**config.mk**
```make
export PLATFORM = sky130hd
export DESIGN_NAME = spigot_e_engine_flat
export DESIGN_NICKNAME = d
export VERILOG_FILES = /design/src/rtl/spigot_pkg.sv /design/src/rtl/spigot_e_engine_if.sv /design/src/rtl/spigot_e_engine_divmod.sv /design/src/rtl/spigot_e_engine.sv /design/src/flat_wrapper.sv
export SDC_FILE = /design/constraint.sdc
export NUM_CORES = 1
export LEC_CHECK = 0
export CAP_MARGIN = 20
export CORE_MARGIN = 2
export CORE_UTILIZATION = 57
export CTS_CLUSTER_DIAMETER = 150
export DETAILED_ROUTE_END_ITERATION = 6
export PLACE_DENSITY = 0.75
export RECOVER_POWER = 25
export SYNTH_ARGS = -nofsm -noshare
export SYNTH_HDL_FRONTEND = slang
export SYNTH_SLANG_ARGS = --single-unit
```
**constraint.sdc**
```tcl
create_clock -name clk -period 4.55 [get_ports clk]
set_clock_uncertainty 0.05 [all_clocks]
set_input_delay 0.455 -clock clk [delete_from_list [all_inputs] [get_ports clk]]
set_output_delay 0.455 -clock clk [all_outputs]
set_load 0.005 [all_outputs]
```
**src/rtl/spigot_pkg.sv**
```systemverilog
// Shared types, helpers and default configuration for the e spigot engine.
package spigot_pkg;

    localparam int NTERMS_DEF  = 32;
    localparam int RADIX_DEF   = 10;
    localparam int NDIGITS_DEF = 30;

    typedef enum logic [2:0] {
        IDLE,
        INIT,
        HEAD,
        LOAD,
        DIV,
        STORE,
        EMIT,
        DONE
    } state_t;

    // Number of bits needed to hold values 0..value-1.
    function automatic int clog2(input int value);
        int r;
        r = 0;
        for (int k = 0; k < 31; k++) begin
            if ((1 << k) < value) r = k + 1;
        end
        return r;
    endfunction

endpackage

```
**src/rtl/spigot_e_engine_if.sv**
```systemverilog
// Control and digit-stream handshake between the engine and its consumer.
interface spigot_e_engine_if
    import spigot_pkg::*;
#(
    parameter int DGW = clog2(RADIX_DEF)
);
    logic           start;
    logic           abort;
    logic           out_ready;
    logic           out_valid;
    logic [DGW-1:0] out_digit;
    logic           out_first;
    logic           out_last;
    logic           busy;
    logic           done;

    modport master (
        output start, abort, out_ready,
        input  out_valid, out_digit, out_first, out_last, busy, done
    );

    modport slave (
        input  start, abort, out_ready,
        output out_valid, out_digit, out_first, out_last, busy, done
    );
endinterface

```
**src/rtl/spigot_e_engine_divmod.sv**
```systemverilog
// Restoring divider: one quotient bit per cycle, XW cycles per division.
// done marks the last iteration cycle; results are valid the cycle after.
module spigot_divmod
    import spigot_pkg::*;
#(
    parameter int XW = 9,
    parameter int CW = 6
) (
    input  logic          clk,
    input  logic          rst_n,
    input  logic          start,
    input  logic [XW-1:0] dividend,
    input  logic [CW-1:0] divisor,
    output logic          done,
    output logic [XW-1:0] quotient,
    output logic [CW-1:0] remainder
);
    localparam int SW = clog2(XW + 1);

    logic [SW-1:0] steps;
    logic [XW-1:0] quo;
    logic [CW-1:0] rem;
    logic [CW:0]   trial;
    logic          fits;

    // Shift the next dividend bit into the partial remainder and test it.
    always_comb begin
        trial = {rem, quo[XW-1]};
        fits  = (trial >= {1'b0, divisor});
    end

    // Iteration register: load on start, then one restoring step per cycle.
    always_ff @(posedge clk) begin
        if (!rst_n) begin
            steps <= '0;
            quo   <= '0;
            rem   <= '0;
        end else if (start) begin
            steps <= SW'(XW);
            quo   <= dividend;
            rem   <= '0;
        end else if (steps != '0) begin
            steps <= steps - 1'b1;
            quo   <= {quo[XW-2:0], fits};
            rem   <= fits ? CW'(trial - {1'b0, divisor}) : trial[CW-1:0];
        end
    end

    assign done      = (steps == SW'(1));
    assign quotient  = quo;
    assign remainder = rem;
endmodule

```
**src/rtl/spigot_e_engine.sv**
```systemverilog
// Streams the digits of e with the mixed-radix spigot (cells start at 1).
//   state | meaning
//   IDLE  | waiting for start
//   INIT  | cells <= 1, q <= 0, i <= NTERMS+1
//   HEAD  | offering the integer digit 2
//   LOAD  | x = RADIX*a[i] + q, kick divider by i
//   DIV   | divider iterating
//   STORE | a[i] <= x mod i, q <= x div i
//   EMIT  | offering fractional digit q
//   DONE  | run complete, waiting for start
module spigot_e_engine
    import spigot_pkg::*;
#(
    parameter int NTERMS  = NTERMS_DEF,
    parameter int RADIX   = RADIX_DEF,
    parameter int NDIGITS = NDIGITS_DEF
) (
    input  logic            clk,
    input  logic            rst_n,
    spigot_e_engine_if.slave bus
);
    localparam int CW  = clog2(NTERMS + 2);
    localparam int XW  = clog2(RADIX * (NTERMS + 2));
    localparam int DGW = clog2(RADIX);
    localparam int NW  = 8;

    localparam logic [CW-1:0] I_TOP   = CW'(NTERMS + 1);
    localparam logic [CW-1:0] I_LAST  = CW'(2);
    localparam logic [XW-1:0] RADIX_X = XW'(RADIX);
    localparam logic [NW-1:0] N_LAST  = NW'(NDIGITS - 1);

    state_t         state, state_nxt;
    logic [CW-1:0]  cells [2:NTERMS+1];
    logic [CW-1:0]  i;
    logic [XW-1:0]  q;
    logic [XW-1:0]  x;
    logic [NW-1:0]  count;
    logic           div_start, div_done;
    logic [XW-1:0]  div_quo;
    logic [CW-1:0]  div_rem;
    logic           valid, first, last;
    logic [DGW-1:0] digit;

    assign x = RADIX_X * XW'(cells[i]) + q;

    spigot_divmod #(.XW(XW), .CW(CW)) u_divmod (
        .clk       (clk),
        .rst_n     (rst_n),
        .start     (div_start),
        .dividend  (x),
        .divisor   (i),
        .done      (div_done),
        .quotient  (div_quo),
        .remainder (div_rem)
    );

    // State register.
    always_ff @(posedge clk) begin
        if (!rst_n) state <= IDLE;
        else        state <= state_nxt;
    end

    // Next-state and handshake outputs; abort overrides everything.
    always_comb begin
        state_nxt = state;
        div_start = 1'b0;
        valid     = 1'b0;
        first     = 1'b0;
        last      = 1'b0;
        digit     = '0;
        case (state)
            IDLE, DONE: if (bus.start) state_nxt = INIT;
            INIT:       state_nxt = HEAD;
            HEAD: begin
                valid = 1'b1;
                first = 1'b1;
                digit = DGW'(2);
                if (bus.out_ready) state_nxt = LOAD;
            end
            LOAD: begin
                div_start = 1'b1;
                state_nxt = DIV;
            end
            DIV:   if (div_done) state_nxt = STORE;
            STORE: state_nxt = (i == I_LAST) ? EMIT : LOAD;
            EMIT: begin
                valid = 1'b1;
                last  = (count == N_LAST);
                digit = q[DGW-1:0];
                if (bus.out_ready) state_nxt = (count == N_LAST) ? DONE : LOAD;
            end
            default: state_nxt = IDLE;
        endcase
        if (bus.abort) state_nxt = IDLE;
    end

    // Scalar datapath: carry q, cell index i and digit count.
    always_ff @(posedge clk) begin
        if (!rst_n) begin
            q     <= '0;
            i     <= '0;
            count <= '0;
        end else if (!bus.abort) begin
            case (state)
                INIT: begin
                    q     <= '0;
                    i     <= I_TOP;
                    count <= '0;
                end
                STORE: begin
                    q <= div_quo;
                    if (i != I_LAST) i <= i - 1'b1;
                end
                EMIT: begin
                    if (bus.out_ready) begin
                        count <= count + 1'b1;
                        q     <= '0;
                        i     <= I_TOP;
                    end
                end
                default: ;
            endcase
        end
    end

    // Cell array: no reset, contents only matter after INIT.
    always_ff @(posedge clk) begin
        if (rst_n && !bus.abort) begin
            if (state == INIT) begin
                for (int k = 2; k <= NTERMS + 1; k++) cells[k] <= CW'(1);
            end else if (state == STORE) begin
                cells[i] <= div_rem;
            end
        end
    end

    assign bus.out_valid = valid;
    assign bus.out_digit = digit;
    assign bus.out_first = first;
    assign bus.out_last  = last;
    assign bus.busy      = (state != IDLE) && (state != DONE);
    assign bus.done      = (state == DONE);
endmodule

```
**src/flat_wrapper.sv**
```systemverilog
// flat-port wrapper written by rule: the top's interface ports become plain ports
module spigot_e_engine_flat import spigot_pkg::*;
#(
    parameter int NTERMS  = NTERMS_DEF,
    parameter int RADIX   = RADIX_DEF,
    parameter int NDIGITS = NDIGITS_DEF
)
  (clk, rst_n, bus_start, bus_abort, bus_out_ready, bus_out_valid, bus_out_digit, bus_out_first, bus_out_last, bus_busy, bus_done);
  spigot_e_engine_if #(.DGW(4)) bus_i ();
  input  logic clk;
  input  logic rst_n;
  input wire logic [$bits(bus_i.start)-1:0] bus_start;
  input wire logic [$bits(bus_i.abort)-1:0] bus_abort;
  input wire logic [$bits(bus_i.out_ready)-1:0] bus_out_ready;
  output wire logic [$bits(bus_i.out_valid)-1:0] bus_out_valid;
  output wire logic [$bits(bus_i.out_digit)-1:0] bus_out_digit;
  output wire logic [$bits(bus_i.out_first)-1:0] bus_out_first;
  output wire logic [$bits(bus_i.out_last)-1:0] bus_out_last;
  output wire logic [$bits(bus_i.busy)-1:0] bus_busy;
  output wire logic [$bits(bus_i.done)-1:0] bus_done;
  assign bus_i.start = bus_start;
  assign bus_i.abort = bus_abort;
  assign bus_i.out_ready = bus_out_ready;
  assign bus_out_valid = bus_i.out_valid;
  assign bus_out_digit = bus_i.out_digit;
  assign bus_out_first = bus_i.out_first;
  assign bus_out_last = bus_i.out_last;
  assign bus_busy = bus_i.busy;
  assign bus_done = bus_i.done;
  spigot_e_engine #(.NTERMS(NTERMS), .RADIX(RADIX), .NDIGITS(NDIGITS)) u_core (.clk(clk), .rst_n(rst_n), .bus(bus_i));
endmodule
```
==> results.toml <==
[power]
finalPower_mw = 9.47
peakVddDrop_uv = 314
p_leak_nw = 7.02
power.density_nw_per_um2 = 433

[place]
dp_hpwl_mm = 28.6
place_congestion = 0.899
placed_cells = 1689
io_buffer_count = 13

[critical_path]
cp_max_fo = 6
cp-start-kind = "flop"
r2r_cells = 18
critPathRequiredTime_ps = 4950
crit_slowest_cell = "fa_1"
path_cells = "buf_6 > buf_12 > buf_16 > mux4_2 > mux4_2 > mux4_2 > ha_4 > ha_4 > inv_2 > fa_1 > inv_2 > ha_4 > o21ai_1 > o21bai_1 > buf_4 > xor2_1 > nor2_1 > a311oi_1"
crit_path_end_kind = "flop"
critPathKind = "reg -> reg"
worstPathArrival_ps = 4960
max_stage_delay_ps = 540

[routing]
routedWlPerCell_um = 26.0
ant_nets = 0
firstDrtPassIters = 6
via_per_inst = 6.37
vias = 11400
drc = 0
routed_wirelength_mm = 46.6
drt_iter0_markers = 1248

[job]
cap_viol_max_count = 5

[floorplanning]
num_rows = 67
die_w_um = 188
initial_core_util_pct = 57.5
core-area_um2 = 33400
ioPinCount = 14
die-area_um2 = 35200
die_h_um = 188

[global_route]
antenna_found_initial = 1
track_usage_pct = 27.1
grt_pass1_wl_mm = 71.0
grt_pass1_vias = 11400
overflow = 0
grt_start_max_net_pins = 68

[cts]
cts_root_buf = "clkbuf_16"
path_clk_slew_ps = 60
clock_latency_ps = 550
htree_levels = 2
cts_buffers = 44
cts.path.max_buffers = 3
cts_tree = "yes"
clock-sinks = 435

[final_layout]
num_antenna_cells = 0
num-nets-final = 1342
nFillCells = 2295
fin_util_pct = 65.6
area_delta_synth_final_pct = 13.9
multi_input_area_um2 = 6300
register_area_um2 = 12600
final_cells = 1788
drive_gt1_share_pct = 20.1

[sta]
period_minus_slack_ps = 4560
fin_ws_ps = -14.8
finalSetupViolCount = 1
maxSlewHeadroom_pct = -112
finalMaxSlewViolations = 273
rsz0062_at_grt = "true"
max_freq_mhz = 219
min_period_over_period_pct = 100
hold_viol_final = 0
worst_slew_pin_slew_ps = 3180

[synthesis]
ys_warn_count = 0
syn_avg_cell_area_um2 = 15.3
syn_nets = 1294
ys_types = 45
syn_area_um2 = 19200
yosys-top-cells-area = "edfxtp_1, mux4_2, dfxtp_1"
yosys.area.top_type = "edfxtp_1"
synth_top_area_share_pct = 60.1
ys_seq_area_share_pct = 65.4
synthCells = 1258
ys_seq_elements = 435

[outcome]
status = "finished with violations"
violations = "max-capacitance violations, max-slew violations, negative setup slack"

[worst_hold_path]
hold-path-cell-count = 2
hold_path_class = "reg -> reg"
kinds of logic (layout without fill, tap and decap cells):
| group | count (synthesis) | count (layout) | synth area share, % |
|---|---|---|---|
| compound gates | 110 | 110 | 3.53 |
| buf+inv | 109 | 191 | 2.23 |
| xor+xnor | 21 | 21 | 0.997 |
| flops | 435 | 435 | 65.4 |
| mux | 133 | 133 | 14.9 |
| fa+ha+maj | 31 | 31 | 2.14 |
| simple gates | 419 | 419 | 10.8 |
routing by layer:
layer	routed length [um]	part of all wire, %	vias to the layer above	global-route usage (%)
met5	13	0.028	-	0
met3	4370	9.4	99	4.98
met2	23000	49	653	44.5
met1	17700	38	5759	37.2
li1	-	-	4872	-
met4	1470	3.2	2	8.78
critical path: cells and delay by family (launching register included):
| kind | cells | cell delay (ps) |
|---|---|---|
| AOI/OAI and AO/OA | 3 | 410 |
| xor gates and xnor gates | 1 | 140 |
| adders and majority gates | 4 | 1230 |
| buffers and inverters | 6 | 610 |
| DFF | 1 | 430 |
| muxes | 3 | 1520 |
| and+or+nand+nor | 1 | 50 |
metrics by stage:
step,instance area (um^2),TNS (ps),worst slack (ps),hold slack [ps]
after floorplan,19200,0,1.74,395
after global placement,20100,-144,-73.7,412
after detailed placement,20100,-265,-121,423
after CTS,21900,0,13.0,430
after global routing,21900,-215,-133,463
final,21900,-14.8,-14.8,428
state kept, by name, summed over array words and instances (netlist names), named ones only:
signal and count:
u_core.count 8, u_core.u_divmod.remainder 6, u_core.q 9, u_core.u_divmod.steps 4, u_core.state 3, u_core.i 6, u_core.u_divmod.quotient 9, u_core.cells 384
report_power, final:
part	internal, mW	total (mW)	leakage, nW	switching, mW
Clock	2.09	3.57	0.693	1.49
Sequential	4.56	4.60	3.96	0.0465
Combinational	0.425	1.30	2.36	0.873
area by class of cell:
cell class                      instances  area share (%)
Multi-Input combinational cell        714            28.8
Timing Repair Buffer                   81            4.24
Sequential cell                       435            57.4
Tap cell                              448            2.56
Clock buffer                           57            5.49
Inverter                               30           0.515
Clock inverter                         23           0.961
Yosys cell counts, drive strengths merged:
master   instances
edfxtp         384
and2           132
mux4           122
nor2           107
nand2           82
clkbuf          64
dfxtp           51
o21ai           46
nor3            41
ha              28
inv             28
nand3           26
a21oi           17
buf             15
xnor2           14
a21boi          13
mux2i            8
a211oi           7
or3              7
xor2             7
a21o             6
a311oi           6
nand4            6
and3             5
nand2b           4
nor2b            4
fa               3
mux2             3
o21a             3
o22ai            3
a22oi            2
clkinv           2
nand3b           2
o22a             2
a31oi            1
and4             1
o2111ai          1
o211ai           1
o21bai           1
o32a             1
or2              1
or4b             1
final timing paths:
kind	from	endpoint	slack, ps
max reg2reg	flop	u_core.u_divmod.quotient[6]	-10
min reg2reg	u_core.q[7]	u_core.q[7]	430
min	u_core.q[7]	u_core.q[7]	430
max	flop	u_core.u_divmod.quotient[6]	-10
placed cells by master (no fill, tap or decap), types with 8 or more instances in the layout:
cell type	synthesis	layout
dfxtp_1	51	46
nand2_1	82	82
nor3_1	41	41
mux2i_1	8	8
xnor2_1	13	11
clkinv_1	2	11
a21boi_0	13	13
and2_1	132	131
inv_1	28	26
clkdlybuf4s50_1	0	12
edfxtp_1	384	384
nand3_1	26	26
nor2_1	107	107
clkbuf_16	0	45
clkinv_2	0	8
a21oi_1	17	15
clkbuf_1	64	15
o21ai_0	46	45
ha_1	28	23
mux4_2	122	122
buf_12	0	16
buf_4	1	40
what timing repair did:
action,4_1_cts,5_1_grt
pin swaps,6,7
hold endpoints to repair,0,0
resized for setup,17,3
hold buffers,0,0
gates cloned,4,0
setup buffers,12,3
endpoints found under the setup margin,3,3
(Power assumes the default switching activity.)
